--- config.mk ---
export PLATFORM = sky130hd
export DESIGN_NAME = wb_regfile_flat
export DESIGN_NICKNAME = d
export VERILOG_FILES = /design/src/rtl/wb_regfile_pkg.sv /design/src/rtl/wb_regfile_if.sv /design/src/rtl/wb_regfile_array.sv /design/src/rtl/wb_regfile.sv /design/src/flat_wrapper.sv
export SDC_FILE = /design/constraint.sdc
export NUM_CORES = 2
export LEC_CHECK = 0
export BUFFER_PORTS_ARGS = -buffer_cell sky130_fd_sc_hd__buf_2
export CORE_MARGIN = 3
export CORE_UTILIZATION = 30
export CTS_CLUSTER_SIZE = 25
export DETAILED_ROUTE_END_ITERATION = 10
export REMOVE_ABC_BUFFERS = 1
export SLEW_MARGIN = 15
export SYNTH_ARGS = -nofsm -noshare
export SYNTH_HDL_FRONTEND = slang
export SYNTH_SLANG_ARGS = --single-unit
--- constraint.sdc ---
create_clock -name clk -period 48.6 [get_ports clk]
set_input_delay 9.72 -clock clk [delete_from_list [all_inputs] [get_ports clk]]
set_output_delay 9.72 -clock clk [all_outputs]
set_load 0.03 [all_outputs]
--- src/rtl/wb_regfile_pkg.sv ---
// Shared widths, reset constants and the write-back bundle for wb_regfile.
// Mirrors the RegBus/RegAddrBus/ZeroWord/NOPRegAddr values of the core.
package wb_regfile_pkg;

    localparam int NREG = 32;
    localparam int DW   = 32;
    localparam int AW   = 5;

    typedef logic [DW-1:0] word_t;
    typedef logic [AW-1:0] addr_t;

    localparam word_t ZERO_WORD    = '0;
    localparam addr_t NOP_REG_ADDR = '0;

    typedef struct packed {
        addr_t rw;
        logic  wreg;
        word_t wdata;
    } wb_t;

    localparam wb_t WB_BUBBLE = '{rw: NOP_REG_ADDR, wreg: 1'b0, wdata: ZERO_WORD};

endpackage

--- src/rtl/wb_regfile_if.sv ---
// Execute result, pipeline control, operand read ports and staged result.
// master = execute/decode side, slave = wb_regfile.
interface wb_regfile_if;
    import wb_regfile_pkg::*;

    logic  stall_i;
    logic  flush_i;
    addr_t rw_i;
    logic  wreg_i;
    word_t wdata_i;
    logic  re1_i;
    addr_t raddr1_i;
    logic  re2_i;
    addr_t raddr2_i;
    word_t rdata1_o;
    word_t rdata2_o;
    addr_t wb_rw_o;
    logic  wb_wreg_o;
    word_t wb_wdata_o;

    modport master (
        output stall_i, flush_i, rw_i, wreg_i, wdata_i,
        output re1_i, raddr1_i, re2_i, raddr2_i,
        input  rdata1_o, rdata2_o, wb_rw_o, wb_wreg_o, wb_wdata_o
    );

    modport slave (
        input  stall_i, flush_i, rw_i, wreg_i, wdata_i,
        input  re1_i, raddr1_i, re2_i, raddr2_i,
        output rdata1_o, rdata2_o, wb_rw_o, wb_wreg_o, wb_wdata_o
    );

endinterface

--- src/rtl/wb_regfile_array.sv ---
// Register storage: async clear, one write port, two raw read ports.
module wb_regfile_array
    import wb_regfile_pkg::*;
(
    input  logic  clk,
    input  logic  rst,
    input  logic  we,
    input  addr_t waddr,
    input  word_t wdata,
    input  addr_t raddr1,
    input  addr_t raddr2,
    output word_t rdata1,
    output word_t rdata2
);

    word_t mem [NREG];

    always_ff @(posedge clk or posedge rst) begin
        if (rst) begin
            for (int i = 0; i < NREG; i++) mem[i] <= ZERO_WORD;
        end else if (we) begin
            mem[waddr] <= wdata;
        end
    end

    assign rdata1 = mem[raddr1];
    assign rdata2 = mem[raddr2];

endmodule

--- src/rtl/wb_regfile.sv ---
// Write-back stage register plus 32-entry register file with two read ports.
// Define WB_BYPASS_EN to forward execute/staged results to the read ports.
module wb_regfile
    import wb_regfile_pkg::*;
(
    input logic        clk,
    input logic        rst,
    wb_regfile_if.slave bus
);

    wb_t   st;
    logic  we;
    word_t raw1;
    word_t raw2;
    word_t rd1;
    word_t rd2;

    always_ff @(posedge clk or posedge rst) begin
        if (rst) begin
            st <= WB_BUBBLE;
        end else if (!bus.stall_i) begin
            if (bus.flush_i) begin
                st <= WB_BUBBLE;
            end else begin
                st <= '{rw: bus.rw_i, wreg: bus.wreg_i, wdata: bus.wdata_i};
            end
        end
    end

    // The staged result commits on the same edge it leaves the stage.
    assign we = st.wreg && !bus.stall_i && (st.rw != NOP_REG_ADDR);

    wb_regfile_array u_array (
        .clk    (clk),
        .rst    (rst),
        .we     (we),
        .waddr  (st.rw),
        .wdata  (st.wdata),
        .raddr1 (bus.raddr1_i),
        .raddr2 (bus.raddr2_i),
        .rdata1 (raw1),
        .rdata2 (raw2)
    );

`ifdef WB_BYPASS_EN
    logic ex_fwd;
    assign ex_fwd = bus.wreg_i && !bus.flush_i;
`endif

    always_comb begin
        rd1 = raw1;
`ifdef WB_BYPASS_EN
        if (ex_fwd && bus.rw_i == bus.raddr1_i) begin
            rd1 = bus.wdata_i;
        end else if (st.wreg && st.rw == bus.raddr1_i) begin
            rd1 = st.wdata;
        end
`endif
        if (rst || !bus.re1_i || bus.raddr1_i == NOP_REG_ADDR) rd1 = ZERO_WORD;
    end

    always_comb begin
        rd2 = raw2;
`ifdef WB_BYPASS_EN
        if (ex_fwd && bus.rw_i == bus.raddr2_i) begin
            rd2 = bus.wdata_i;
        end else if (st.wreg && st.rw == bus.raddr2_i) begin
            rd2 = st.wdata;
        end
`endif
        if (rst || !bus.re2_i || bus.raddr2_i == NOP_REG_ADDR) rd2 = ZERO_WORD;
    end

    assign bus.rdata1_o   = rd1;
    assign bus.rdata2_o   = rd2;
    assign bus.wb_rw_o    = st.rw;
    assign bus.wb_wreg_o  = st.wreg;
    assign bus.wb_wdata_o = st.wdata;

endmodule

--- src/flat_wrapper.sv ---
// flat-port wrapper written by rule: the top's interface ports become plain ports
module wb_regfile_flat import wb_regfile_pkg::*;
  (clk, rst, bus_stall_i, bus_flush_i, bus_rw_i, bus_wreg_i, bus_wdata_i, bus_re1_i, bus_raddr1_i, bus_re2_i, bus_raddr2_i, bus_rdata1_o, bus_rdata2_o, bus_wb_rw_o, bus_wb_wreg_o, bus_wb_wdata_o);
  wb_regfile_if bus_i ();
  input logic clk;
  input logic rst;
  input wire logic [$bits(bus_i.stall_i)-1:0] bus_stall_i;
  input wire logic [$bits(bus_i.flush_i)-1:0] bus_flush_i;
  input wire logic [$bits(bus_i.rw_i)-1:0] bus_rw_i;
  input wire logic [$bits(bus_i.wreg_i)-1:0] bus_wreg_i;
  input wire logic [$bits(bus_i.wdata_i)-1:0] bus_wdata_i;
  input wire logic [$bits(bus_i.re1_i)-1:0] bus_re1_i;
  input wire logic [$bits(bus_i.raddr1_i)-1:0] bus_raddr1_i;
  input wire logic [$bits(bus_i.re2_i)-1:0] bus_re2_i;
  input wire logic [$bits(bus_i.raddr2_i)-1:0] bus_raddr2_i;
  output wire logic [$bits(bus_i.rdata1_o)-1:0] bus_rdata1_o;
  output wire logic [$bits(bus_i.rdata2_o)-1:0] bus_rdata2_o;
  output wire logic [$bits(bus_i.wb_rw_o)-1:0] bus_wb_rw_o;
  output wire logic [$bits(bus_i.wb_wreg_o)-1:0] bus_wb_wreg_o;
  output wire logic [$bits(bus_i.wb_wdata_o)-1:0] bus_wb_wdata_o;
  assign bus_i.stall_i = bus_stall_i;
  assign bus_i.flush_i = bus_flush_i;
  assign bus_i.rw_i = bus_rw_i;
  assign bus_i.wreg_i = bus_wreg_i;
  assign bus_i.wdata_i = bus_wdata_i;
  assign bus_i.re1_i = bus_re1_i;
  assign bus_i.raddr1_i = bus_raddr1_i;
  assign bus_i.re2_i = bus_re2_i;
  assign bus_i.raddr2_i = bus_raddr2_i;
  assign bus_rdata1_o = bus_i.rdata1_o;
  assign bus_rdata2_o = bus_i.rdata2_o;
  assign bus_wb_rw_o = bus_i.wb_rw_o;
  assign bus_wb_wreg_o = bus_i.wb_wreg_o;
  assign bus_wb_wdata_o = bus_i.wb_wdata_o;
  wb_regfile u_core (.clk(clk), .rst(rst), .bus(bus_i));
endmodule
======== Word-level counts from Yosys, hierarchy flattened ========
Index checks and enable logic that the tools add are counted.
word-level totals
  bits in registers ....................... 1062
  output and inout bits ................... 102
  input port bits ......................... 54
  word-level logic and storage cells ...... 67
operators by class
  mux-type cells .......................... 12
  reduce and logical (&&, ||, !) cells .... 13
  order comparisons ....................... 4
  bitwise gates (word level) .............. 3
operators by type and width
  operator                                             number
  bitwise mux 1024 bit                                 1
  binary-select mux 32 bit (select 5 bit)              2
  2-to-1 mux 32 bit                                    7
  demux 32 bit (select 5 bit)                          1
  2-to-1 mux 38 bit                                    1
  >= comparator 6 bit (second input constant)          3
  NOT 5 -> 6 bit                                       3
  logical NOT 5 bit                                    2
  < comparator 6 x 1 -> 1 bit (second input constant)  1
  nonzero test 5 bit                                   1
  logical OR 1 bit                                     4
  logical AND 1 bit                                    3
  logical NOT 1 bit                                    3

======== Logic depth before layout (Yosys ltp) ========
  depth after elaboration ................. 6
  depth in mapped cells ................... 9
  depth with buffers taken out ............ 4

======== By module ========
A second synthesis with hierarchy kept.
unflattened totals
  cells, all modules ...................... 4855
  area, all modules ....................... 58600.0 sq um
by module, submodules not included
  module            times used  seq. area each (sq um)  area an instance (sq um)  cells each
  wb_regfile_array  1           25624.6                 56221.4                   4606
  wb_regfile        1           950.9                   2378.5                    249

======== Worst setup path after synthesis ========
OpenSTA, ideal clock, no wires.
  kind .................................... input port to output port
  start ................................... input port rst
  end ..................................... output port bus_rdata2_o[15]
  path slack .............................. 4.109 ns
  path buffers ............................ 2
  stages on the path ...................... 6
  arrival ................................. 34.771 ns
  required time ........................... 38.880 ns
  path through ............................ inv_1 > and3_1 > buf_1 > clkbuf_1 > nand2_1 > a32oi_1
between the ends
  word-level cells in the longest chain between the ends .. 3
ends and longest elaborated chain
  what                            RTL line            text
  start: declaration              flat_wrapper.sv:6   input logic rst;
  logical OR 1 bit (2 in series)  wb_regfile.sv:71    if (rst || !bus.re2_i || bus.raddr2_i == NOP_REG_ADDR) rd2 = ZERO_WORD;
  2-to-1 mux 32 bit               wb_regfile.sv:71
  end: declaration                flat_wrapper.sv:17  output wire logic [$bits(bus_i.rdata2_o)-1:0] bus_rdata2_o;
No other way between the ends.

======== Worst setup path after layout ========
  start ................................... input port bus_raddr2_i[2]
  end ..................................... output port bus_rdata2_o[14]
between the ends
  word-level cells in the longest chain between the ends .. 5
  elaborated cells between the ends (all ways) .. 7
  those cells by class .................... mux: 4; bitwise: 1; reduce/logical: 2
ends and longest elaborated chain
  what                                                   RTL line                text
  start: declaration                                     flat_wrapper.sv:15      input wire logic [$bits(bus_i.raddr2_i)-1:0] bus_raddr2_i;
  NOT 5 -> 6 bit (implied by the code)                   wb_regfile_array.sv:27  assign rdata2 = mem[raddr2];
  binary-select mux 32 bit (select 5 bit)                wb_regfile_array.sv:27
  2-to-1 mux 32 bit (implied by the code) (2 in series)  wb_regfile_array.sv:27
  2-to-1 mux 32 bit (*)                                  wb_regfile.sv:71
Every way passes the cells marked *; elsewhere a longest branch is shown, timed or not. The select of a mux whose other input is x is not followed.

==> flow_metrics.env <==
export IMPL_status="complete, no violations"
export IMPL_place_congestion=0.799
export IMPL_ant_nets=0
export IMPL_finalHoldViolCount=0
export IMPL_final_cells=6590
export IMPL_r2r_start="u_core.bus.wb_rw_o[0]"
export IMPL_portBuffers=155
export IMPL_routed_wl_mm=197
export IMPL_p_per_area_mw_per_mm2=32.8
export IMPL_syn_inst=4087
export IMPL_final_cell_mix="mux2_2 (1080), dfrtp_1 (1060), mux2i_1 (452)"
export IMPL_yosysWarnings=0
export IMPL_holdPathEnd="u_core.u_array.mem[998]"
export IMPL_finalPower_mw=2.08
export IMPL_wl_per_cell_um=29.8
export IMPL_cts_hold_buf=0
export IMPL_fin_skew_ps=58.2
export IMPL_start_kind="primary input"
export IMPL_slew_violations=0
export IMPL_period_share=0.495
export IMPL_grtUsageTotal=0.198
export IMPL_timing_reg2reg_setup_slack_ps=44940
export IMPL_path_clk_slew_ps=60
export IMPL_setup_violations=0
export IMPL_irDropWorstVdd_mv=0.0310
export IMPL_cts_root_buf="clkbuf_16"
export IMPL_holdPathStages=0
export IMPL_hold_ws_ps=399
export IMPL_layout_nets=4054
export IMPL_rows=159
export IMPL_end_kind="output port"
export IMPL_worstHoldStart="u_core.u_array.mem[998]"
export IMPL_slew_headroom=0.207
export IMPL_hpwl_mm=113
export IMPL_dpl_cell_area_mm2=0.0597
export IMPL_cts_resized=0
export IMPL_antenna_found_initial=6
export IMPL_numClockSinks=1062
export IMPL_fmax_mhz=41.5
export IMPL_synth_seq_cells=1062
export IMPL_fin_area_mm2=0.0635
export IMPL_post_cts_buffers=0
export IMPL_netlist_area_mm2=0.0568
export IMPL_worstSetupPathType="primary input to output port"
export IMPL_yosys_most_used_dff="dfrtp_1"
export IMPL_overflow=0
export IMPL_tightestPinTransition_ps=1190
export IMPL_die_w_um=441
export IMPL_area_growth_pct=11.7
export IMPL_clk_path_buf_depth=3
export IMPL_async_reset_ff_frac=1.00
export IMPL_drc=0
export IMPL_seq_area_frac_synth=0.467
export IMPL_grt_max_degree=171
export IMPL_first_global_vias=38500
export IMPL_route_vias_total=37900
export IMPL_cts_max_level=3
export IMPL_place_inst=6378
export IMPL_fillers=18300
export IMPL_coreArea_mm2=0.188
export IMPL_layout_cells_most_common="mux2_2"
export IMPL_avgViaCountPerCell=5.74
export IMPL_avgSynthCellArea_um2=13.9
export IMPL_clk_latency_ps=760
export IMPL_yosysUniqueCellTypes=38
export IMPL_drive_gt1_frac=0.442
export IMPL_crit_path_max_fanout=56
export IMPL_fin_tns_setup_ps=0
export IMPL_fin_crit_ps=24070
export IMPL_grt_pass1_wl_mm=283
export IMPL_synth_edf_count=0
export IMPL_hold_class="flop to flop"
export IMPL_crit_arrival_ps=14350
export IMPL_leakagePower_nw=29.6
export IMPL_die_h_um=441
export IMPL_cts_tree="done"
export IMPL_cts_buffers=115
export IMPL_reg2reg_to="u_core.u_array.mem[359]"
export IMPL_die_area_mm2=0.195
export IMPL_drtIter0Drc=3761
export IMPL_maxCapViolations=0
export IMPL_ios=156
export IMPL_critPathRequiredTime_ps=38880
export IMPL_first_pass_iters=5
export IMPL_rsz0062_at_grt="false"
export IMPL_start_util=0.302
export IMPL_r2r_worst_path_cells=5
==> critical path, stage by stage <==
cell and delay (ps):
buf_8 500, buf_4 800, buf_4 900, nor2_1 110
a211o_2 650, buf_4 410, a32oi_1 720, buf_2 330
==> logic make-up after synthesis <==
family / synth area share
and+or+nand+nor: 0.0213
muxes: 0.411
AOI/OAI and AO/OA: 0.0606
DFF: 0.467
buffers and inverters: 0.0396
==> how the worst max path moves through the flow <==
stage | start | depth (start not counted) | endpoint | slack [ps]
after global routing | bus_raddr2_i[2] | 8 | bus_rdata2_o[14] | 24620
after CTS | bus_raddr2_i[2] | 8 | bus_rdata2_o[14] | 24640
final | bus_raddr2_i[2] | 8 | bus_rdata2_o[14] | 24530
after detailed placement | bus_raddr2_i[2] | 8 | bus_rdata2_o[14] | 24670
after floorplan | rst | 4 | bus_rdata2_o[0] | 3690
after global placement | bus_raddr2_i[2] | 8 | bus_rdata2_o[14] | 24570
==> cells in the mapped netlist, types with 4 or more instances <==
cell      instances  area share
nand2_1          87      0.0057
nand3_1          60      0.0053
a31oi_1           7     0.00077
buf_1            35      0.0023
nor3b_1           4     0.00053
mux2i_1         452       0.080
nor2_1           25      0.0017
inv_1             4     0.00026
buf_6            30      0.0059
buf_4            12      0.0016
nand2b_1         42      0.0046
a32oi_1          62      0.0096
a22oi_1         162       0.021
a21oi_1          55      0.0048
nand3b_1          6     0.00079
clkbuf_4          5     0.00066
nor2b_1           8     0.00088
mux4_1           52       0.024
dfrtp_1        1062        0.47
mux2_2         1080        0.21
buf_8             5      0.0013
buf_2           121       0.011
o21ai_0          99      0.0087
mux4_2          236       0.093
o211ai_1         38      0.0050
and2_1            4     0.00044
a221oi_1         62      0.0096
clkbuf_1        253       0.017
and3_1            4     0.00044
==> state kept, by name, summed over array words and instances (netlist names) <==
name / flops
u_core.bus.wb_rw_o: 5
u_core.bus.wb_wreg_o: 1
u_core.u_array.mem: 1024
u_core.bus.wb_wdata_o: 32
==> layout make-up <==
class	count	area [um^2]	area share
multi-input combinational	2558	28300	0.445
sequential	1062	26600	0.418
clock buffer	177	3460	0.0545
tap	2495	3120	0.0491
timing repair buffer	257	1670	0.0263
clock inverter	30	372	0.00585
inverter	6	35.0	0.000552
antenna	5	12.5	0.000197
==> stage by stage <==
stage,setup WS (ps),utilization
5_1_grt,24620,0.338
4_1_cts,24640,0.338
3_5_place_dp,24670,0.317
6_report,24530,0.338
3_3_place_gp,24570,0.317
2_1_floorplan,3690,-
==> per-layer routing <==
| layer | vias to the layer above | part of all wire | global-route usage |
|---|---|---|---|
| li1 | 15500 | - | - |
| met1 | 20300 | 0.41 | 0.256 |
| met2 | 1633 | 0.47 | 0.320 |
| met3 | 428 | 0.065 | 0.0328 |
| met4 | 2 | 0.055 | 0.102 |
| met5 | - | 0.000071 | 0 |
==> power by group <==
part           internal [mW]  switching [mW]
Combinational         0.0908           0.132
Sequential             0.921          0.0414
Clock                  0.516           0.385
Total                   1.53           0.557
Note: power is estimated with default switching activity, not from simulation.
